File: src/rtl/seq_detect_param.sv
// Serial bit-pattern detector with a programmable pattern and don't-care mask,
// an overlap mode, an input qualifier, fill tracking and a saturating match counter.
module seq_detect_param #(
  parameter int                 SEQ_LEN = 8,
  parameter int                 CNT_W   = 8,
  parameter logic [SEQ_LEN-1:0] PAT_RST = SEQ_LEN'(8'b1101_1001)
) (
  input  logic               clk,
  input  logic               rst,
  input  logic               in_valid,
  input  logic               data,
  input  logic               cfg_load,
  input  logic [SEQ_LEN-1:0] cfg_pattern,
  input  logic [SEQ_LEN-1:0] cfg_mask,
  input  logic               cfg_overlap,
  input  logic               count_clr,
  output logic               detected,
  output logic [CNT_W-1:0]   match_count,
  output logic               count_sat
);
  localparam int               FW      = $clog2(SEQ_LEN + 1);
  localparam logic [FW-1:0]    FULL    = FW'(SEQ_LEN);
  localparam logic [CNT_W-1:0] CNT_MAX = '1;

  logic [SEQ_LEN-1:0] hist_q, hist_d, pat_q, pat_d, mask_q, mask_d, hist_shift;
  logic [FW-1:0]      fill_q, fill_d, fill_inc;
  logic [CNT_W-1:0]   cnt_q, cnt_d;
  logic               ovl_q, ovl_d, det_q, det_d, sat_q, sat_d, match;

  always_comb begin
    hist_shift = {hist_q[SEQ_LEN-2:0], data};
    fill_inc   = (fill_q == FULL) ? FULL : fill_q + FW'(1);
    // A load in the same cycle discards the data bit, so it can never match.
    match      = in_valid && !cfg_load && (fill_inc == FULL) &&
                 (((hist_shift ^ pat_q) & mask_q) == '0);

    hist_d = hist_q;
    fill_d = fill_q;
    pat_d  = pat_q;
    mask_d = mask_q;
    ovl_d  = ovl_q;
    if (cfg_load) begin
      hist_d = '0;
      fill_d = '0;
      pat_d  = cfg_pattern;
      mask_d = cfg_mask;
      ovl_d  = cfg_overlap;
    end else if (in_valid) begin
      hist_d = hist_shift;
      fill_d = (match && !ovl_q) ? '0 : fill_inc;
    end

    cnt_d = cnt_q;
    if (count_clr)                     cnt_d = '0;
    else if (match && cnt_q != CNT_MAX) cnt_d = cnt_q + CNT_W'(1);
    sat_d = (cnt_d == CNT_MAX);
    det_d = match;
  end

  always_ff @(posedge clk or posedge rst) begin
    if (rst) begin
      hist_q <= '0;
      fill_q <= '0;
      pat_q  <= PAT_RST;
      mask_q <= '1;
      ovl_q  <= 1'b1;
      cnt_q  <= '0;
      sat_q  <= 1'b0;
      det_q  <= 1'b0;
    end else begin
      hist_q <= hist_d;
      fill_q <= fill_d;
      pat_q  <= pat_d;
      mask_q <= mask_d;
      ovl_q  <= ovl_d;
      cnt_q  <= cnt_d;
      sat_q  <= sat_d;
      det_q  <= det_d;
    end
  end

  assign detected    = det_q;
  assign match_count = cnt_q;
  assign count_sat   = sat_q;
endmodule
File: config.mk
export PLATFORM = sky130hd
export DESIGN_NAME = seq_detect_param
export DESIGN_NICKNAME = d
export VERILOG_FILES = /design/src/rtl/seq_detect_param.sv
export SDC_FILE = /design/constraint.sdc
export NUM_CORES = 1
export LEC_CHECK = 0
export BUFFER_PORTS_ARGS = -buffer_cell sky130_fd_sc_hd__buf_2
export CAP_MARGIN = 20
export CORE_AREA = 2 2 51 77
export CTS_CLUSTER_DIAMETER = 100
export DETAILED_ROUTE_END_ITERATION = 8
export DIE_AREA = 0 0 53 79
export GPL_TIMING_DRIVEN = 0
export PLACE_DENSITY = 0.77
export RECOVER_POWER = 25
export REMOVE_ABC_BUFFERS = 1
export SLEW_MARGIN = 10
export SYNTH_ARGS = -nofsm -noshare
export SYNTH_HDL_FRONTEND = slang
export SYNTH_SLANG_ARGS = --single-unit
export TNS_END_PERCENT = 1
File: constraint.sdc
create_clock -name clk -period 3.1 [get_ports clk]
set_input_delay 0 -clock clk [delete_from_list [all_inputs] [get_ports clk]]
set_output_delay 0 -clock clk [all_outputs]
set_load 0.02 [all_outputs]
* Word level (Yosys, flattened, before mapping)
Cells that the tools add are included.
** Word-level totals
- Flip-flop bits (word level) :: 38
- Bits in latches :: 0
- Bits in writable memories :: 0
- Memory bits (read-only) :: 0
- Input bits :: 23
- Output and inout bits :: 10
- Memories kept :: 0
** Cells by class
- $add $sub $neg :: 2
- Multipliers :: 0
- Div/mod/pow operators :: 0
- $lt $le $gt $ge :: 0
- Equality and inequality tests :: 4
- Shift operators :: 0
- Mux-type cells :: 8
- Bitwise gates (word level) :: 2
- Reduce and logical (&&, ||, !) cells :: 9
** Operator list (number)
- 4-bit 2-to-1 mux :: 4
- 8-bit 2-to-1 mux :: 2
- 7-bit 2-to-1 mux :: 2
- 8-bit by 1-bit adder with 8-bit output, second input constant :: 1
- 8-bit AND :: 1
- 4-bit equality test, second input constant :: 2
- 8-bit equality test, second input constant :: 1
- 8-bit logical NOT :: 1
- 8-bit inequality test, second input constant :: 1
- 8-bit bitwise XOR :: 1
- 1-bit logical AND :: 5
- 4-bit by 1-bit adder with 4-bit output, second input constant :: 1
- 1-bit logical NOT :: 2
- 2-bit nonzero test :: 1

* Longest topological paths before layout
Gate-level depths: netlist (run 1).
- Word-level depth :: 9
- Gate-level depth with buffers :: 9

* Worst setup path before layout (run 1)
Ideal clock, no wire load.
- Path kind :: register to register
- Start :: reg cnt_q[0], in the netlist match_count[0]
- End :: reg sat_q, in the netlist count_sat
- Library setup time :: 0.111 ns
- Arrival :: 2.427 ns
- Setup slack :: 0.562 ns
- Cell stages (with the launch flop) :: 9
- Cells stage by stage :: dfrtp_1 > ha_1 > and3_1 > nand3_1 > nand4_1 > nor4_2 > xnor2_1 > or4b_1 > a2111oi_2
** On the way
- Longest elaborated chain between the ends :: 5
** Ends and longest elaborated chain
- start: declaration :: line 27 : logic [CNT_W-1:0] cnt_q, cnt_d;
- start signal: assignment :: line 76 : cnt_q <= cnt_d;
- branches (longest 2 deep; another with 8-bit by 1-bit adder with 8-bit output)
- 8-bit 2-to-1 mux (*) :: line 55 : else if (match && cnt_q != CNT_MAX) cnt_d = cnt_q + CNT_W'(1);
- 8-bit 2-to-1 mux (*) :: line 54 : if (count_clr) cnt_d = '0;
- 8-bit equality test (*) :: line 56 : sat_d = (cnt_d == CNT_MAX);
- via sat_d :: line 28 : logic ovl_q, ovl_d, det_q, det_d, sat_q, sat_d, match;
- end signal: assignment :: line 77 : sat_q <= sat_d;
- end: declaration :: line 28
Mark *: on every way through the listed nets, which the timed path passes.
A chain may end at the register's enable or synchronous reset.

* Worst setup path after layout (run 1)
Ends and elaborated chain as after synthesis.

==> results of run 1 <==
==> worst max path at each step <==
stage           endpoint      startpoint  slack [ps]
3_3_place_gp   count_sat  match_count[0]         450
3_5_place_dp   count_sat  match_count[0]         360
2_1_floorplan  count_sat  match_count[0]         560
4_1_cts        count_sat  match_count[0]         310
6_report       count_sat  match_count[0]         290
5_1_grt        count_sat  match_count[0]         180
==> synthesized netlist by cell type <==
cell	count
dfrtp_1	24
mux2_2	19
nor2_1	17
dfstp_2	14
mux2i_1	10
xor2_1	10
inv_1	6
a21oi_1	4
and3_1	4
nand2_1	4
nand3_1	4
clkbuf_1	3
ha_1	3
nand4_1	3
nor2b_1	3
o21ai_1	3
a22oi_1	2
buf_1	2
nand2b_1	2
o21ai_0	2
or3_1	2
xnor2_1	2
a2111oi_2	1
a21o_1	1
a222oi_1	1
a311oi_1	1
a41oi_1	1
and4_1	1
nand2_2	1
nand3b_1	1
nor3_1	1
nor3_4	1
nor3b_1	1
nor4_2	1
nor4_4	1
o211ai_1	1
or2_1	1
or3b_1	1
or4b_1	1
==> per-stage QoR <==
stage / area [um2] / util / hold slack (ps) / instances / worst slack [ps]
after floorplan: 1862 / - / 63.14 / 155 / 561.7
after global placement: 2076 / 0.5852 / 232.4 / 230 / 448.2
after detailed placement: 2076 / 0.5852 / 193.2 / 230 / 356.0
after CTS: 2404 / 0.6776 / 1.150 / 257 / 307.7
after global routing: 2404 / 0.6776 / 38.64 / 257 / 181.3
final: 2404 / 0.6776 / 14.11 / 257 / 291.9
==> registers in the layout, indices dropped and copies added, names as in the netlist <==
signal       flops
detected         1
fill_q           4
pat_q            8
match_count      8
mask_q           8
hist_q           7
ovl_q            1
count_sat        1
==> cells by family (layout without fill, tap and decap cells) <==
logic type,count (synthesis),count (layout)
muxes,29,29
AOI/OAI and AO/OA,17,17
and+or+nand+nor,50,50
DFF,38,38
xor gates and xnor gates,12,12
adders and majority gates,3,3
buffers and inverters,11,65
==> layout make-up <==
type                            count  area, um2
Fill cell                         276       1144
Timing Repair Buffer               51      350.3
Clock buffer                        5      68.82
Inverter                            6      22.52
Sequential cell                    38      968.4
Clock inverter                      3      68.82
Multi-Input combinational cell    111      870.8
Tap cell                           43      53.80
==> power by group <==
part	internal [mW]	leakage [nW]	total, mW	switching, mW
Clock	0.322	0.0683	0.507	0.185
Sequential	0.532	0.469	0.549	0.0175
Combinational	0.0646	0.589	0.120	0.0550
==> metal layers <==
layer	track usage	up-vias	wire length, um
met1	0.2143	668	1402
li1	-	673	-
met2	0.3825	52	2138
met4	0.07949	0	90
met3	0.05639	9	200
met5	0	-	0
==> critical path, stage by stage, from the launching register on <==
cell,delay (ps)
dfrtp_1,470
ha_1,270
and3_1,230
nand3_1,300
nand4_1,170
nor4_2,250
xnor2_1,110
or4b_1,540
a2111oi_2,340
==> run metrics, run 1 <==
Clock Skew=3.879 ps; CP Launch Type=flip-flop; TritonCTS buffer count=5; initial antenna violation count=0; drt first pass iters=5; Area growth syn-to-layout=27.81%; highest clock rate=roughly 0.36 GHz; hold path startpoint=count_clr; Simple-Gate Fraction of Synth Area=0.1577; Overflow after GRT=0; Synthesis Warnings=0; adder and majority gate portion of the synthesized area=0.01996; PortBufs=32; Final ANT Viol Nets=0; #FFs+latches synth=38; hold_buf cts=19; total die area=roughly 4200 um2; area share of the largest cell type after synthesis=0.3194; worst r2r src=match_count[0]; clock root buffer master=clkbuf_8; reg2reg path depth=8; final hold vios=0; Ant. Diodes=0; Final TNS setup=0 ps; Total Power=1.176 mW; mux share of post-synthesis cell area=0.1670; Tightest Pin Transition=763.7 ps; min cycle time layout=2808 ps; post-CTS sizing=0; XOR/XNOR share of the synthesized area=0.05589; Power Density=489.2 nW/um2; worst path arrival time=2980 ps; Post-DP HPWL=2.630 mm; worst hold path class=primary input to flip-flop; # clock sinks=38; Post-CTS Setup Inserts=0; Setup Viol. Count Final=0; RSZ-0062 raised after global routing=false; worst reg2reg setup slack=a little under 300 ps; 1st-iter DRT viols=43; worst r2r dst=count_sat; Nets=239; Max Root-Sink Buffers=2; Pleak=1.127 nW; Initial Util=0.5302; synthesized area=1881 um2; Final Wtd Congestion=roughly 0.74; Worst setup EP type=flip-flop; Max Slew Vio Count=0; io pins=33; most common cell after layout, fill and taps aside=buf_2; routed via count=1,402; Worst Hold End=match_count[7]; Compound-Gate Fraction of Synth Area=0.06254; worst-path maximum fanout=9; main combinational cell family by area after synthesis=multiplexers; Worst Path Required=3270 ps; number of global-route vias before repair=between 1,000 and 1,500; clock slew at reported path FFs=80 ps; MaxCap Viol Count=0; status=completed; # rows=27; routed wire length=~3.8 mm; Core Box Area=3547 um2; share of cells above drive strength 1=0.3364; CP Class=flip-flop to flip-flop; htree depth=2; Max VDD drop=0.5334 mV; total track usage=0.2080; TritonCTS clock tree=done; cells after synthesis=160; cell depth of the worst hold path=2; Wirelength per Cell=14.91 um; Clock Latency Late Sink=300 ps; largest cells by area after synthesis=dfrtp_1 (32%), dfstp_2 (20%), mux2_2 (11%); die width=53 um; first-pass GRT wire length=6.258 mm; largest net degree at the start of global routing=39; area leader, netlist=dfrtp_1; Yosys cell types=39; die height=between 70 and 80 um; via/cell ratio=roughly 5.5; sequential-to-total area share from yosys stat=0.5150; DRC violations left=0; Slew HR=0.4901; Avg Inst Size Synth=11.75 um2; most frequent cells in the layout=buf_2 (32), dfrtp_1 (24), mux2_2 (19), dlygate4sd3_1 (19), nor2_1 (17); final worst path period share=0.9058
Note: power is estimated with default switching activity, not from simulation.
==> run 2: changes to the inputs <==
--- a/config.mk
+++ b/config.mk
@@ -5,7 +5,7 @@
 export SDC_FILE = /design/constraint.sdc
 export NUM_CORES = 1
 export LEC_CHECK = 0
-export BUFFER_PORTS_ARGS = -buffer_cell sky130_fd_sc_hd__buf_2
+export BUFFER_PORTS_ARGS = -buffer_cell sky130_fd_sc_hd__clkbuf_2
 export CAP_MARGIN = 20
 export CORE_AREA = 2 2 51 77
 export CTS_CLUSTER_DIAMETER = 100
==> run 2 against run 1 <==
  * Final area fell by 1.4%
  * Maximum frequency rose by 1.9%
  * Clock power fell by 18%
  * Utilization fell by 0.95 points
  * Highest routed layer unchanged
  * Sequential power barely moved
  * Global-route usage fell by 0.97 points
  * Clock skew rose by 1.0 ps
  * Sequential share of layout area rose by 0.57 points
  * First-iteration DRC count fell by 42%
==> run metrics, run 2 (synthesis results as in run 1) <==
Post-CTS Setup Inserts=0 (unchanged); Non-Filler Instances=256 (-0.39%); htree depth=2 (unchanged); clock slew at reported path FFs=80 ps (about the same); M1 wire length=1.461 mm (+4.2%); worst-path maximum fanout=9 (unchanged); Worst Path Required=3270 ps (about the same); final hold vios=0 (unchanged); Tightest Pin Transition=777.5 ps (+13.82 ps); Post-DP HPWL=2.703 mm (+2.8%); Final TNS setup=0 ps (unchanged); highest clock rate=0.3628 GHz (+1.9%); Final Wtd Congestion=0.7447 (+0.84%); via/cell ratio=5.410 (-0.83%); hold_buf cts=18 (-1); max layer used=met4; Power Density=458.2 nW/um2 (-6.3%); routed via count=1,385 (-1.2%); # rows=27 (unchanged); Max Slew Vio Count=0 (unchanged); worst hold path class=primary input to flip-flop; Wirelength per Cell=14.53 um (-2.5%); drt first pass iters=4 (-1); Overflow after GRT=0 (unchanged); total track usage=0.1983 (-0.009744); TritonCTS buffer count=5 (unchanged); final worst path period share=0.8891 (-0.01675); Met3 Routed Length=122 um (-39%); Slew HR=0.4809 (-0.009225); RSZ-0062 raised after global routing=false; largest net degree at the start of global routing=39 (unchanged); worst path arrival time=2920 ps (-60 ps); die height=79 um (unchanged); clock root buffer master=clkbuf_8; Core Box Area=3547 um2 (unchanged); Clock Skew=4.878 ps (+0.9987 ps); Final ANT Viol Nets=0 (unchanged); Max VDD drop=0.4066 mV (-24%); DRC violations left=0 (unchanged); die width=53 um (unchanged); share of cells above drive strength 1=0.3239 (-0.01250); Setup Viol. Count Final=0 (unchanged); worst hold slack=42.57 ps (+28.46 ps); metal2 WL=2.106 mm (-1.5%); status=completed; total die area=4187 um2 (unchanged); routed wire length=3.720 mm (-2.9%); Nets=238 (-0.42%); Worst setup EP type=flip-flop; number of global-route vias before repair=1,475 (+1.6%); Ant. Diodes=0 (unchanged); MaxCap Viol Count=0 (unchanged); CP Class=flip-flop to flip-flop; Max Root-Sink Buffers=2 (unchanged); most common cell after layout, fill and taps aside=clkbuf_2; Area growth syn-to-layout=26.01%; first-pass GRT wire length=6.189 mm (-1.1%); dpl cells=230 (unchanged); Clock Latency Late Sink=290 ps (about the same); Pleak=1.098 nW (-2.5%); # clock sinks=38 (unchanged); TritonCTS clock tree=done; initial antenna violation count=0 (unchanged); Total Power=1.086 mW (-7.7%); Fillers=294 (+6.5%); min cycle time layout=2756 ps (-51.94 ps); PortBufs=32 (unchanged); most frequent cells in the layout=clkbuf_2 (32), dfrtp_1 (24), mux2_2 (19); post-CTS sizing=0 (unchanged); CP Launch Type=flip-flop; io pins=33 (unchanged); 1st-iter DRT viols=25 (-42%); Initial Util=0.5302 (unchanged)
==> run 2: cell count changes in the layout (fill, tap and decap cells not counted), sizes merged <==
| cell | before | now |
|---|---|---|
| buf | 32 | 0 |
| bufinv | 2 | 1 |
| clkbuf | 5 | 37 |
| clkinv | 1 | 0 |
| clkinvlp | 0 | 2 |
| dlygate4sd3 | 19 | 18 |
==> run 2: where the power goes <==
group          internal [mW]  switching [mW]
Combinational         0.0638          0.0565
Clock                  0.239           0.178
Sequential             0.531          0.0176
Total                  0.834           0.252
==> run 2: through the flow <==
stage / worst slack, ps / utilization / instance area, um2
6_report: 343.9 / 0.6681 / 2370
5_1_grt: 236.2 / 0.6681 / 2370
2_1_floorplan: 561.7 / - / 1862
4_1_cts: 324.4 / 0.6681 / 2370
3_5_place_dp: 344.4 / 0.5852 / 2076
3_3_place_gp: 441.4 / 0.5852 / 2076
==> run 2: final timing paths <==
| kind | start | end | slack, ps | cells after the start |
|---|---|---|---|---|
| max in group asynchronous | rst | fill_q[2] | 2210 | 3 |
| min in group asynchronous | rst | hist_q[6] | 390 | 3 |
| max reg2reg | match_count[0] | count_sat | 340 | 8 |
| min | data | hist_q[0] | 40 | 3 |
| max | match_count[0] | count_sat | 340 | 8 |
| min reg2reg | hist_q[6] | hist_q[6] | 550 | 2 |
==> run 2: routing by layer <==
layer	vias up	track usage
li1	666	-
met1	685	0.2078
met2	31	0.3838
met3	3	0.04135
met4	0	0.04615
met5	-	0
==> run 2: cell type report <==
class                      instances  area (um2)  share of cell area
clock buffer                       5       68.82             0.02904
clock inverter                     3       45.04             0.01901
inverter                           6       22.52            0.009504
multi-input combinational        111       870.8              0.3675
sequential                        38       968.4              0.4087
tap                               43       53.80             0.02270
timing repair buffer              50       340.3              0.1436
==> run 2: critical path: stages, from the launching register on <==
cell       delay [ps]
dfrtp_1           460
ha_1              270
and3_1            230
nand3_1           260
nand4_1           160
nor4_2            250
xnor2_1           110
or4b_1            560
a2111oi_2         340
